--- src/rtl/freq_div_20bit.sv ---
// freq_div_20bit: free-running synchronous up-counter for power-of-two clock division.
// Exports the count, its MSB and a one-cycle wrap tick; `FREQ_DIV_TAP_EN adds a selectable bit tap.
module freq_div_20bit #(
    parameter int WIDTH = 20,
    parameter int TAP_W = 5
) (
    input  logic             CLOCK,
    input  logic             RESET,
    input  logic             EN,
`ifdef FREQ_DIV_TAP_EN
    input  logic [TAP_W-1:0] TAP_SEL,
    output logic             TAP_OUT,
`endif
    output logic [WIDTH-1:0] COUNT,
    output logic             MSB,
    output logic             TICK
);

    if (WIDTH < 2 || WIDTH > 32 || (2 ** TAP_W) < WIDTH) begin : g_bad_param
        $error("freq_div_20bit: illegal WIDTH/TAP_W combination");
    end

    logic [WIDTH-1:0] count_q, count_d;
    logic             tick_q, tick_d;

    always_comb begin
        count_d = count_q;
        tick_d  = 1'b0;
        if (EN) begin
            count_d = count_q + 1'b1;
            // Registered so the pulse lines up with the cycle where COUNT reads 0 after a wrap.
            tick_d  = (count_q == '1);
        end
    end

    always_ff @(posedge CLOCK or posedge RESET) begin
        if (RESET) begin
            count_q <= '0;
            tick_q  <= 1'b0;
        end else begin
            count_q <= count_d;
            tick_q  <= tick_d;
        end
    end

    assign COUNT = count_q;
    assign MSB   = count_q[WIDTH-1];
    assign TICK  = tick_q;

`ifdef FREQ_DIV_TAP_EN
    logic tap_q, tap_d;

    // Sampled from the next count so TAP_OUT tracks COUNT[TAP_SEL] in the same cycle.
    always_comb begin
        tap_d = 1'b0;
        for (int i = 0; i < WIDTH; i++) begin
            if (TAP_SEL == TAP_W'(i)) tap_d = count_d[i];
        end
    end

    always_ff @(posedge CLOCK or posedge RESET) begin
        if (RESET) tap_q <= 1'b0;
        else       tap_q <= tap_d;
    end

    assign TAP_OUT = tap_q;
`endif

endmodule

--- config.mk ---
export PLATFORM = sky130hd
export DESIGN_NAME = freq_div_20bit
export DESIGN_NICKNAME = d
export VERILOG_FILES = /design/src/rtl/freq_div_20bit.sv
export SDC_FILE = /design/constraint.sdc
export NUM_CORES = 1
export LEC_CHECK = 0
export BUFFER_PORTS_ARGS = -buffer_cell sky130_fd_sc_hd__buf_2
export CAP_MARGIN = 20
export CORE_MARGIN = 4
export CORE_UTILIZATION = 50
export DETAILED_ROUTE_END_ITERATION = 8
export PLACE_DENSITY = 0.77
export SLEW_MARGIN = 20
export SYNTH_ARGS = -nofsm -noshare
export SYNTH_HDL_FRONTEND = slang
export SYNTH_SLANG_ARGS = --single-unit
--- constraint.sdc ---
create_clock -name CLOCK -period 1.96 [get_ports CLOCK]
set_input_delay 0.196 -clock CLOCK [delete_from_list [all_inputs] [get_ports CLOCK]]
set_output_delay 0.196 -clock CLOCK [all_outputs]
set_load 0.05 [all_outputs]
==> impl_metrics.yaml, run 1 <==
global_route:
  antenna_found_initial: 0
  pin_count_of_the_biggest_net_entering_global_routing: 22
  grt.total_usage_pct: 14.8
  grt.overflow.total: 0
  number_of_global_route_vias_before_repair: 629
  grt_pass1_wl_um: 2860
yosys:
  yosys_warnings: 0
  synthesized_cell_area_sq_um: 918
  post_synth_num_cell_types: 17
  synth_seq_cells: 21
  synth.top_cell.area_share_pct: 57.2
  post-synth-top-area-cell: "sky130_fd_sc_hd__dfrtp_1"
  synth.top_cells.by_area: "sky130_fd_sc_hd__dfrtp_1 57%, sky130_fd_sc_hd__xnor2_1 11%, sky130_fd_sc_hd__xor2_1 6.7%, sky130_fd_sc_hd__nand4_1 5.4%, sky130_fd_sc_hd__nand2_1 2.9%"
  ys_async_sr_fraction_pct: 100
  synth.avg_cell_area_sq_um: 11.6
  top_cells_by_instance_count_after_synthesis: "21 x sky130_fd_sc_hd__dfrtp_1, 12 x sky130_fd_sc_hd__xnor2_1, 8 x sky130_fd_sc_hd__nand4_1"
  synth-edff-count: 0
  syn_inst: 79
  synth_seq_area_share_pct: 57.2
  postSynth.topFlopCell: "sky130_fd_sc_hd__dfrtp_1"
  yosysMostFrequentCell: "sky130_fd_sc_hd__dfrtp_1"
  syn_nets: 83
route:
  total_wirelength_um: 1650
  routed_via_density: 5.05
  detailedRoute.firstIterationViolations: 5
  drt_pre_antenna_iters: 4
  drt.antenna.violating_nets: 0
  drc_errors: 0
  wire_length_per_cell_after_detailed_routing_um: 12.6
  dr_total_vias: 661
sta:
  final_count_of_pins_violating_max_slew: 0
  timing.max_slew.rel_slack_pct: 48.4
  rsz_0062_raised_after_global_routing: "false"
  timing_worst_slew_pin_value_ps: 774
  skew_ps: 5.69
  finalWorstPathRequiredPeriod_ps: 1660
  holdWs_ps: 16.2
  setup-tns-final_ps: 0
  fmax_mhz: 601
  post-route-period-util_pct: 84.9
  hold_viol: 0
  post-route-worst-setup-slack_ps: 296
  setup_violations: 0
clock_network:
  post_cts_resized: 0
  htree_levels: 1
  cts_root_buffer: "sky130_fd_sc_hd__clkbuf_4"
  cts.clk_slew.worst_paths_ps: 120
  cts_hold_repair.buffers: 0
  worst_skew_pair_later_pin_latency_ps: 300
  number_of_cts_inserted_buffers: 3
  num_clock_sinks: 21
  post-cts-setup-buffers: 0
  max-clock-path-buffers: 2
  tritoncts_clock_tree: "yes"
placement:
  gp_congestion: 0.777
  setup_slack_after_placement_ps: 317
  port_buffers: 24
  placedCellCount: 127
  dp.final_hpwl_um: 1220
  cell_area_after_placement_sq_um: 1060
worst_setup_path:
  critical_path.startpoint_type: "flop"
  critical-path-max-stage-delay_ps: 550
  cp_max_fo: 4
  critical_path_arrival_ps: 1890
  r2r_slack_ps: 300
  timing.critical_path.max_delay_family: "simple AND/OR/NAND/NOR gates"
  critical_path.n_buffers_inverters: 0
  slowest_cell_on_the_critical_path: "sky130_fd_sc_hd__or4_4"
  required_ps: 2190
  crit_path_cell_trace: "ha_1 -> nand3_2 -> or4_4 -> nor2_1 -> xor2_1"
  worstSetupPathType: "flop to flop"
  critical_path.endpoint_type: "flop"
power_and_ir_drop:
  total_power_mw: 1.31
  power_leakage_nw: 0.563
  vdd.ir_drop.worst_mv: 0.816
  power_density_nw_per_um2: 1200
floorplan:
  floorplan.die_area_sq_um: 2590
  io_pins: 25
  initial_utilization_pct: 53.2
  rows: 15
  dieHeight_um: 50.9
  fp.coreArea_sq_um: 1730
  chipWidth_um: 50.9
layout:
  stdcell_area_sq_um: 1090
  fraction_of_layout_cells_with_a_size_suffix_above_1_pct: 30.2
  antenna_cells: 0
  finish.utilization_pct: 63.0
  layoutNonFillerInstCount: 131
  total_number_of_nets_in_the_final_design: 111
  nFillCells: 137
  synthToLayoutAreaGrowth_pct: 18.5
hold_path:
  path_category_of_the_worst_min_delay_check: "input port to async pin"
job:
  cap_viol_max_count: 0
run_status:
  outcome: "completed"
path summary, 6_finish.rpt:
kind / startpoint / endpoint / cells past startpoint
max: COUNT[0]$_DFFE_PP0P_ / COUNT[16]$_DFFE_PP0P_ / 5
min: RESET / COUNT[6]$_DFFE_PP0P_ / 2
max reg2reg: COUNT[0]$_DFFE_PP0P_ / COUNT[16]$_DFFE_PP0P_ / 5
min reg2reg: COUNT[19]$_DFFE_PP0P_ / COUNT[19]$_DFFE_PP0P_ / 1
max in group asynchronous: RESET / COUNT[17]$_DFFE_PP0P_ / 2
min in group CLOCK: EN / COUNT[0]$_DFFE_PP0P_ / 2
registers in the layout, indices dropped and copies added (netlist names):
register  cells
TICK          1
COUNT        20
power by group:
| group | switching, mW | total (mW) | internal (mW) |
|---|---|---|---|
| sequential | 0.0986 | 0.608 | 0.509 |
| combinational | 0.366 | 0.493 | 0.127 |
| clock | 0.128 | 0.207 | 0.0792 |
layout by cell type, fill, tap and decap left out, types with 2 or more instances in the layout:
master,instances
sky130_fd_sc_hd__and3_1,3
sky130_fd_sc_hd__buf_2,24
sky130_fd_sc_hd__clkbuf_4,3
sky130_fd_sc_hd__dfrtp_1,21
sky130_fd_sc_hd__inv_1,2
sky130_fd_sc_hd__nand2_1,7
sky130_fd_sc_hd__nand3_1,4
sky130_fd_sc_hd__nand4_1,8
sky130_fd_sc_hd__nor2_1,7
sky130_fd_sc_hd__xnor2_1,12
sky130_fd_sc_hd__xor2_1,7
kinds of logic (layout without fill, tap and decap cells):
family / count (synthesis) / count (layout) / share of synthesized area, %
XOR/XNOR: 19 / 19 / 18.1
adder cells (fa/ha/maj): 1 / 1 / 1.36
buffers and inverters: 3 / 30 / 1.64
flip-flops: 21 / 21 / 57.2
multiplexers: 1 / 1 / 1.23
AND/OR/NAND/NOR: 34 / 34 / 20.4
metal layers:
| layer | GRT usage, % | part of all wire [%] |
|---|---|---|
| met1 | 19.0 | 48 |
| met2 | 23.9 | 46 |
| met3 | 2.92 | 4.3 |
| met4 | 6.73 | 1.6 |
| met5 | 0 | 0 |
final cells by class:
type,instances,area (sq um),share of cell area [%]
clock buffers,4,26.3,2.41
inverters,2,7.51,0.690
flip-flops and latches,21,526,48.3
multi-input cells,55,378,34.7
repair buffers,24,120,11.0
well taps,25,31.3,2.87
Power figures use the tool's default switching activity.
==> run 2: changes to the inputs <==
--- a/config.mk
+++ b/config.mk
@@ -8,9 +8,9 @@
 export BUFFER_PORTS_ARGS = -buffer_cell sky130_fd_sc_hd__buf_2
 export CAP_MARGIN = 20
 export CORE_MARGIN = 4
-export CORE_UTILIZATION = 50
+export CORE_UTILIZATION = 45
 export DETAILED_ROUTE_END_ITERATION = 8
-export PLACE_DENSITY = 0.77
+export PLACE_DENSITY = 0.73
 export SLEW_MARGIN = 20
 export SYNTH_ARGS = -nofsm -noshare
 export SYNTH_HDL_FRONTEND = slang
==> constraint.sdc (replaced) <==
create_clock -name CLOCK -period 1.4 [get_ports CLOCK]
set_input_delay 0.14 -clock CLOCK [delete_from_list [all_inputs] [get_ports CLOCK]]
set_output_delay 0.14 -clock CLOCK [all_outputs]
set_load 0.05 [all_outputs]
==> run 2 against run 1 <==
  * Non-clock buffer count grew 12
  * Fmax up 13%
  * Global-route usage up 1.5 points
  * Sequential power rose by 37%
  * Setup slack got worse by 370 ps
  * Register-to-register slack worse by 370 ps
  * Largest power group is now combinational logic
  * Flip-flop and latch count unchanged
  * Combinational power rose by 87%
  * Die area is 9.3% higher
  * Clock power up 43%
  * Power rose by 57%
  * The flow now finishes with violations (setup timing)
  * Clock skew down 0.69 ps
==> impl_metrics.yaml, run 2 (same netlist as run 1, synthesis figures left out) <==
global_route:
  number_of_global_route_vias_before_repair: 747
  pin_count_of_the_biggest_net_entering_global_routing: 22
  antenna_found_initial: 0
  grt_pass1_wl_um: 3250
  grt.total_usage_pct: 16.3
  grt.overflow.total: 0
run_status:
  violations: "setup timing"
  outcome: "finished with violations"
worst_setup_path:
  required_ps: 1640
  critical-path-max-stage-delay_ps: 540
  rr_startpoint: "COUNT[1]$_DFFE_PP0P_"
  critical_path.startpoint_type: "flop"
  slowest_cell_on_the_critical_path: "sky130_fd_sc_hd__or4_4"
  r2r_slack_ps: -80
  cp_max_fo: 4
  crit_path_cell_trace: "ha_4 -> nand3_2 -> or4_4 -> nor2_2 -> xor2_1"
  reg2regPathDepth: 5
  critical_path_arrival_ps: 1720
  critical_path.endpoint_type: "flop"
  rr_endpoint: "COUNT[14]$_DFFE_PP0P_"
  worstSetupPathType: "flop to flop"
placement:
  cell_area_after_placement_sq_um: 1180
  port_buffers: 24
  gp_congestion: 0.690
  dp.final_hpwl_um: 1400
sta:
  final_count_of_pins_violating_max_slew: 0
  fmax_mhz: 677
  post-route-period-util_pct: 105
  hold_viol: 0
  setup_violations: 4
  timing.max_slew.rel_slack_pct: 79.0
  finalWorstPathRequiredPeriod_ps: 1480
  setup-tns-final_ps: -224
  holdWs_ps: 96.3
  post-route-worst-setup-slack_ps: -76.8
  rsz_0062_raised_after_global_routing: "true"
  skew_ps: 5.00
  timing_worst_slew_pin_value_ps: 314
floorplan:
  rows: 16
  dieHeight_um: 53.2
  floorplan.die_area_sq_um: 2830
  initial_utilization_pct: 47.3
  fp.coreArea_sq_um: 1940
  io_pins: 25
  chipWidth_um: 53.2
power_and_ir_drop:
  power_density_nw_per_um2: 1680
  total_power_mw: 2.05
  power_leakage_nw: 0.608
  vdd.ir_drop.worst_mv: 1.18
layout:
  layout_common_cells: "24 x sky130_fd_sc_hd__buf_2, 12 x sky130_fd_sc_hd__dfrtp_2, 12 x sky130_fd_sc_hd__xnor2_1, 11 x sky130_fd_sc_hd__buf_4, 9 x sky130_fd_sc_hd__dfrtp_1"
  largest_register_ffs: 20
  fraction_of_layout_cells_with_a_size_suffix_above_1_pct: 50.8
  synthToLayoutAreaGrowth_pct: 33.4
  total_number_of_nets_in_the_final_design: 123
  layout_commonest_cell: "sky130_fd_sc_hd__buf_2"
  antenna_cells: 0
  stdcell_area_sq_um: 1220
clock_network:
  cts.clk_slew.worst_paths_ps: 110
  worst_skew_pair_later_pin_latency_ps: 310
  htree_levels: 1
  num_clock_sinks: 21
  number_of_cts_inserted_buffers: 3
  tritoncts_clock_tree: "yes"
  cts_root_buffer: "sky130_fd_sc_hd__clkbuf_4"
  max-clock-path-buffers: 2
route:
  drt.antenna.violating_nets: 0
  detailedRoute.firstIterationViolations: 8
  routed_via_density: 5.01
  total_wirelength_um: 1900
  drc_errors: 0
  dr_total_vias: 726
  drt_pre_antenna_iters: 4
  wire_length_per_cell_after_detailed_routing_um: 13.1
hold_path:
  min_delay_path_depth: 2
  worstHoldEndpoint: "COUNT[0]$_DFFE_PP0P_"
  path_category_of_the_worst_min_delay_check: "input port to flop"
  hold_path.startpoint: "EN"
job:
  cap_viol_max_count: 0
==> run 2: power by group <==
part | internal (mW) | switching (mW)
sequential | 0.733 | 0.102
combinational | 0.324 | 0.599
clock | 0.107 | 0.189
==> run 2: worst max-delay path, delay by kind of cell (launching register included) <==
family / cells / cell delay (ps)
adder cells (fa/ha/maj): 1 / 140
AND/OR/NAND/NOR: 3 / 710
XOR/XNOR: 1 / 150
flip-flops: 1 / 400
==> run 2: repair_timing <==
action / CTS / global route
hold buffers: 1 / 0
pin swaps: 1 / 0
hold endpoints to repair: 21 / 0
buffers inserted: 0 / 0
endpoints found under the setup margin: 5 / 9
resized for setup: 0 / 2
==> run 2: metrics by stage <==
step                      std cells  utilization [%]  setup WS [ps]
after detailed placement        140             60.8           -107
after CTS                       145             62.7          -72.0
after floorplan                  79                -           -287
after global routing            145             63.1           -149
final                           145             63.1          -76.8
after global placement          140             60.8          -54.0
==> run 2: per-layer routing <==
metal | up-vias | wire length, um | share of wire [%] | GRT usage [%]
li1 | 348 | - | - | -
met4 | 0 | 34 | 1.8 | 6.38
met2 | 18 | 989 | 52 | 28.1
met3 | 5 | 108 | 5.7 | 5.35
met5 | - | 0 | 0 | 0
met1 | 355 | 771 | 41 | 18.3
==> run 2: layout make-up <==
class | instances | area, sq um
clock buffer | 3 | 22.5
sequential | 21 | 541
multi-input combinational | 55 | 403
tap | 27 | 33.8
clock inverter | 1 | 5.00
timing repair buffer | 36 | 213
fill | 171 | 717
inverter | 2 | 7.51
==> run 2: worst max path at each step <==
stage,startpoint,endpoint,depth (start not counted)
floorplan,COUNT[0]$_DFFE_PP0P_,COUNT[14]$_DFFE_PP0P_,5
global placement,COUNT[1]$_DFFE_PP0P_,COUNT[14]$_DFFE_PP0P_,5
detailed placement,COUNT[1]$_DFFE_PP0P_,COUNT[16]$_DFFE_PP0P_,5
CTS,COUNT[1]$_DFFE_PP0P_,COUNT[16]$_DFFE_PP0P_,5
global route,COUNT[1]$_DFFE_PP0P_,COUNT[12]$_DFFE_PP0P_,5
finish,COUNT[1]$_DFFE_PP0P_,COUNT[14]$_DFFE_PP0P_,5
==> run 3: changes to the inputs <==
--- a/config.mk
+++ b/config.mk
@@ -10,7 +10,7 @@
 export CORE_MARGIN = 4
 export CORE_UTILIZATION = 45
 export DETAILED_ROUTE_END_ITERATION = 8
-export PLACE_DENSITY = 0.73
+export PLACE_DENSITY_LB_ADDON = 0.25
 export SLEW_MARGIN = 20
 export SYNTH_ARGS = -nofsm -noshare
 export SYNTH_HDL_FRONTEND = slang
==> constraint.sdc (replaced) <==
create_clock -name CLOCK -period 1.2 [get_ports CLOCK]
set_input_delay 0.12 -clock CLOCK [delete_from_list [all_inputs] [get_ports CLOCK]]
set_output_delay 0.12 -clock CLOCK [all_outputs]
set_load 0.05 [all_outputs]
==> run 3 against run 2 <==
  * The run still ends with setup timing left
  * Sequential power increased by 19%
  * Combinational power increased by 94%
  * Global-route usage increased by 2.8 points
  * Core utilization increased by 17 points
  * Setup slack got worse by 230 ps
  * Non-clock buffer count increased by 23
  * Register-to-register slack got worse by 230 ps
  * Flip-flop and latch count unchanged
  * First-iteration DRC count increased by 100%
  * Clock power increased by 15%
  * Critical endpoint is now COUNT[12]$_DFFE_PP0P_
==> impl_metrics.yaml, run 3 (same netlist as run 1, synthesis figures left out) <==
placement:
  setup_slack_after_placement_ps: -327
  port_buffers: 24
  placedCellCount: 153
  cell_area_after_placement_sq_um: 1280
  gp_congestion: 0.745
  dp.final_hpwl_um: 1450
run_status:
  outcome: "finished with violations"
  violations: "setup timing"
route:
  drc_errors: 0
  dr_total_vias: 818
  drt.antenna.violating_nets: 0
  routed_via_density: 4.87
  total_wirelength_um: 2550
  detailedRoute.firstIterationViolations: 16
  wire_length_per_cell_after_detailed_routing_um: 15.2
  drt_pre_antenna_iters: 3
sta:
  hold_viol: 0
  finalWorstPathRequiredPeriod_ps: 1510
  final_count_of_pins_violating_max_slew: 0
  setup_violations: 18
  post-route-period-util_pct: 126
  timing_worst_slew_pin_value_ps: 271
  fmax_mhz: 664
  timing.max_slew.rel_slack_pct: 82.0
  post-route-worst-setup-slack_ps: -307
  skew_ps: 11.6
  rsz_0062_raised_after_global_routing: "true"
layout:
  layout_commonest_cell: "sky130_fd_sc_hd__buf_4"
  antenna_cells: 0
  fraction_of_layout_cells_with_a_size_suffix_above_1_pct: 63.8
  layout_common_cells: "29 x sky130_fd_sc_hd__buf_4, 13 x sky130_fd_sc_hd__dfrtp_2, 13 x sky130_fd_sc_hd__buf_6, 11 x sky130_fd_sc_hd__xnor2_1, 10 x sky130_fd_sc_hd__buf_2"
  largest_register_ffs: 20
  layoutNonFillerInstCount: 168
  synthToLayoutAreaGrowth_pct: 69.1
  stdcell_area_sq_um: 1550
  total_number_of_nets_in_the_final_design: 146
floorplan:
  rows: 16
  floorplan.die_area_sq_um: 2830
  io_pins: 25
  dieHeight_um: 53.2
  fp.coreArea_sq_um: 1940
  initial_utilization_pct: 47.3
  chipWidth_um: 53.2
clock_network:
  cts.clk_slew.worst_paths_ps: 110
  tritoncts_clock_tree: "yes"
  htree_levels: 1
  max-clock-path-buffers: 2
  worst_skew_pair_later_pin_latency_ps: 310
  cts_root_buffer: "sky130_fd_sc_hd__clkbuf_4"
  num_clock_sinks: 21
  number_of_cts_inserted_buffers: 3
worst_setup_path:
  cp_max_fo: 4
  critical-path-max-stage-delay_ps: 560
  rr_startpoint: "COUNT[1]$_DFFE_PP0P_"
  critical_path.endpoint_type: "flop"
  critical_path_arrival_ps: 1730
  r2r_slack_ps: -310
  reg2regPathDepth: 5
  worstSetupPathType: "flop to flop"
  crit_path_cell_trace: "ha_4 -> nand3_2 -> or4_4 -> nor2_2 -> xor2_1"
  critical_path.startpoint_type: "flop"
  required_ps: 1430
  rr_endpoint: "COUNT[12]$_DFFE_PP0P_"
  slowest_cell_on_the_critical_path: "sky130_fd_sc_hd__or4_4"
job:
  cap_viol_max_count: 0
global_route:
  antenna_found_initial: 0
  grt_pass1_wl_um: 3840
  pin_count_of_the_biggest_net_entering_global_routing: 22
  grt.overflow.total: 0
  grt.total_usage_pct: 19.1
  number_of_global_route_vias_before_repair: 837
power_and_ir_drop:
  total_power_mw: 3.13
  vdd.ir_drop.worst_mv: 2.04
  power_leakage_nw: 0.759
  power_density_nw_per_um2: 2010
hold_path:
  hold_path.startpoint: "EN"
  min_delay_path_depth: 3
  worstHoldEndpoint: "COUNT[4]$_DFFE_PP0P_"
  path_category_of_the_worst_min_delay_check: "input port to flop"
## run 3: cell count changes in the layout (fill, tap and decap cells not counted), moves of 2 or more
cell,before,now
sky130_fd_sc_hd__buf_8,0,5
sky130_fd_sc_hd__nor2_1,4,2
sky130_fd_sc_hd__buf_4,11,29
sky130_fd_sc_hd__buf_2,24,10
sky130_fd_sc_hd__buf_6,0,13
## run 3: timing repair
action                     CTS  global route
pin swaps                    6             8
buffers inserted             8             6
setup endpoints to repair   24            32
hold endpoints to repair    21             0
resized for setup           27            24
hold buffers                 1             0
## run 3: area by class of cell
type                    count  area, sq um
clock inverters             1         5.00
flip-flops and latches     21          542
fillers                   116          389
well taps                  27         33.8
repair buffers             59          507
multi-input cells          55          435
clock buffers               3         22.5
inverters                   2         7.51
## run 3: power breakdown
part	internal (mW)	leakage [nW]	switching (mW)
Sequential	0.856	0.260	0.138
Combinational	0.882	0.482	0.911
Clock	0.124	0.0177	0.215
## run 3: worst max-delay path by stage
stage,startpoint,to,slack [ps],cells past startpoint
global placement,COUNT[1]$_DFFE_PP0P_,COUNT[14]$_DFFE_PP0P_,-260,5
detailed placement,COUNT[1]$_DFFE_PP0P_,COUNT[14]$_DFFE_PP0P_,-330,5
CTS,COUNT[1]$_DFFE_PP0P_,COUNT[12]$_DFFE_PP0P_,-320,5
floorplan,COUNT[0]$_DFFE_PP0P_,COUNT[14]$_DFFE_PP0P_,-490,5
finish,COUNT[1]$_DFFE_PP0P_,COUNT[12]$_DFFE_PP0P_,-310,5
global route,COUNT[1]$_DFFE_PP0P_,COUNT[14]$_DFFE_PP0P_,-370,5
## run 3: stage by stage
step           hold slack [ps]  utilization (%)  TNS [ps]
5_1_grt                    172             80.0     -3380
4_1_cts                    132             75.3     -1840
3_5_place_dp               164             65.8     -1630
6_report                   154             80.0     -2320
2_1_floorplan             95.7                -     -3770
3_3_place_gp               160             65.8     -1300
## run 3: critical path, delay by kind of cell, from the launching register on
kind,cells,cell delay [ps]
and+or+nand+nor,3,740
adders and majority gates,1,140
DFF,1,400
xor gates and xnor gates,1,150
## run 3: per-layer routing
| layer | share of wire (%) | global-route usage, % | wire (um) |
|---|---|---|---|
| met5 | 0 | 0 | 0 |
| met1 | 39 | 21.6 | 989 |
| met2 | 54 | 33.9 | 1390 |
| met3 | 4.7 | 3.38 | 121 |
| met4 | 2.1 | 9.79 | 53 |
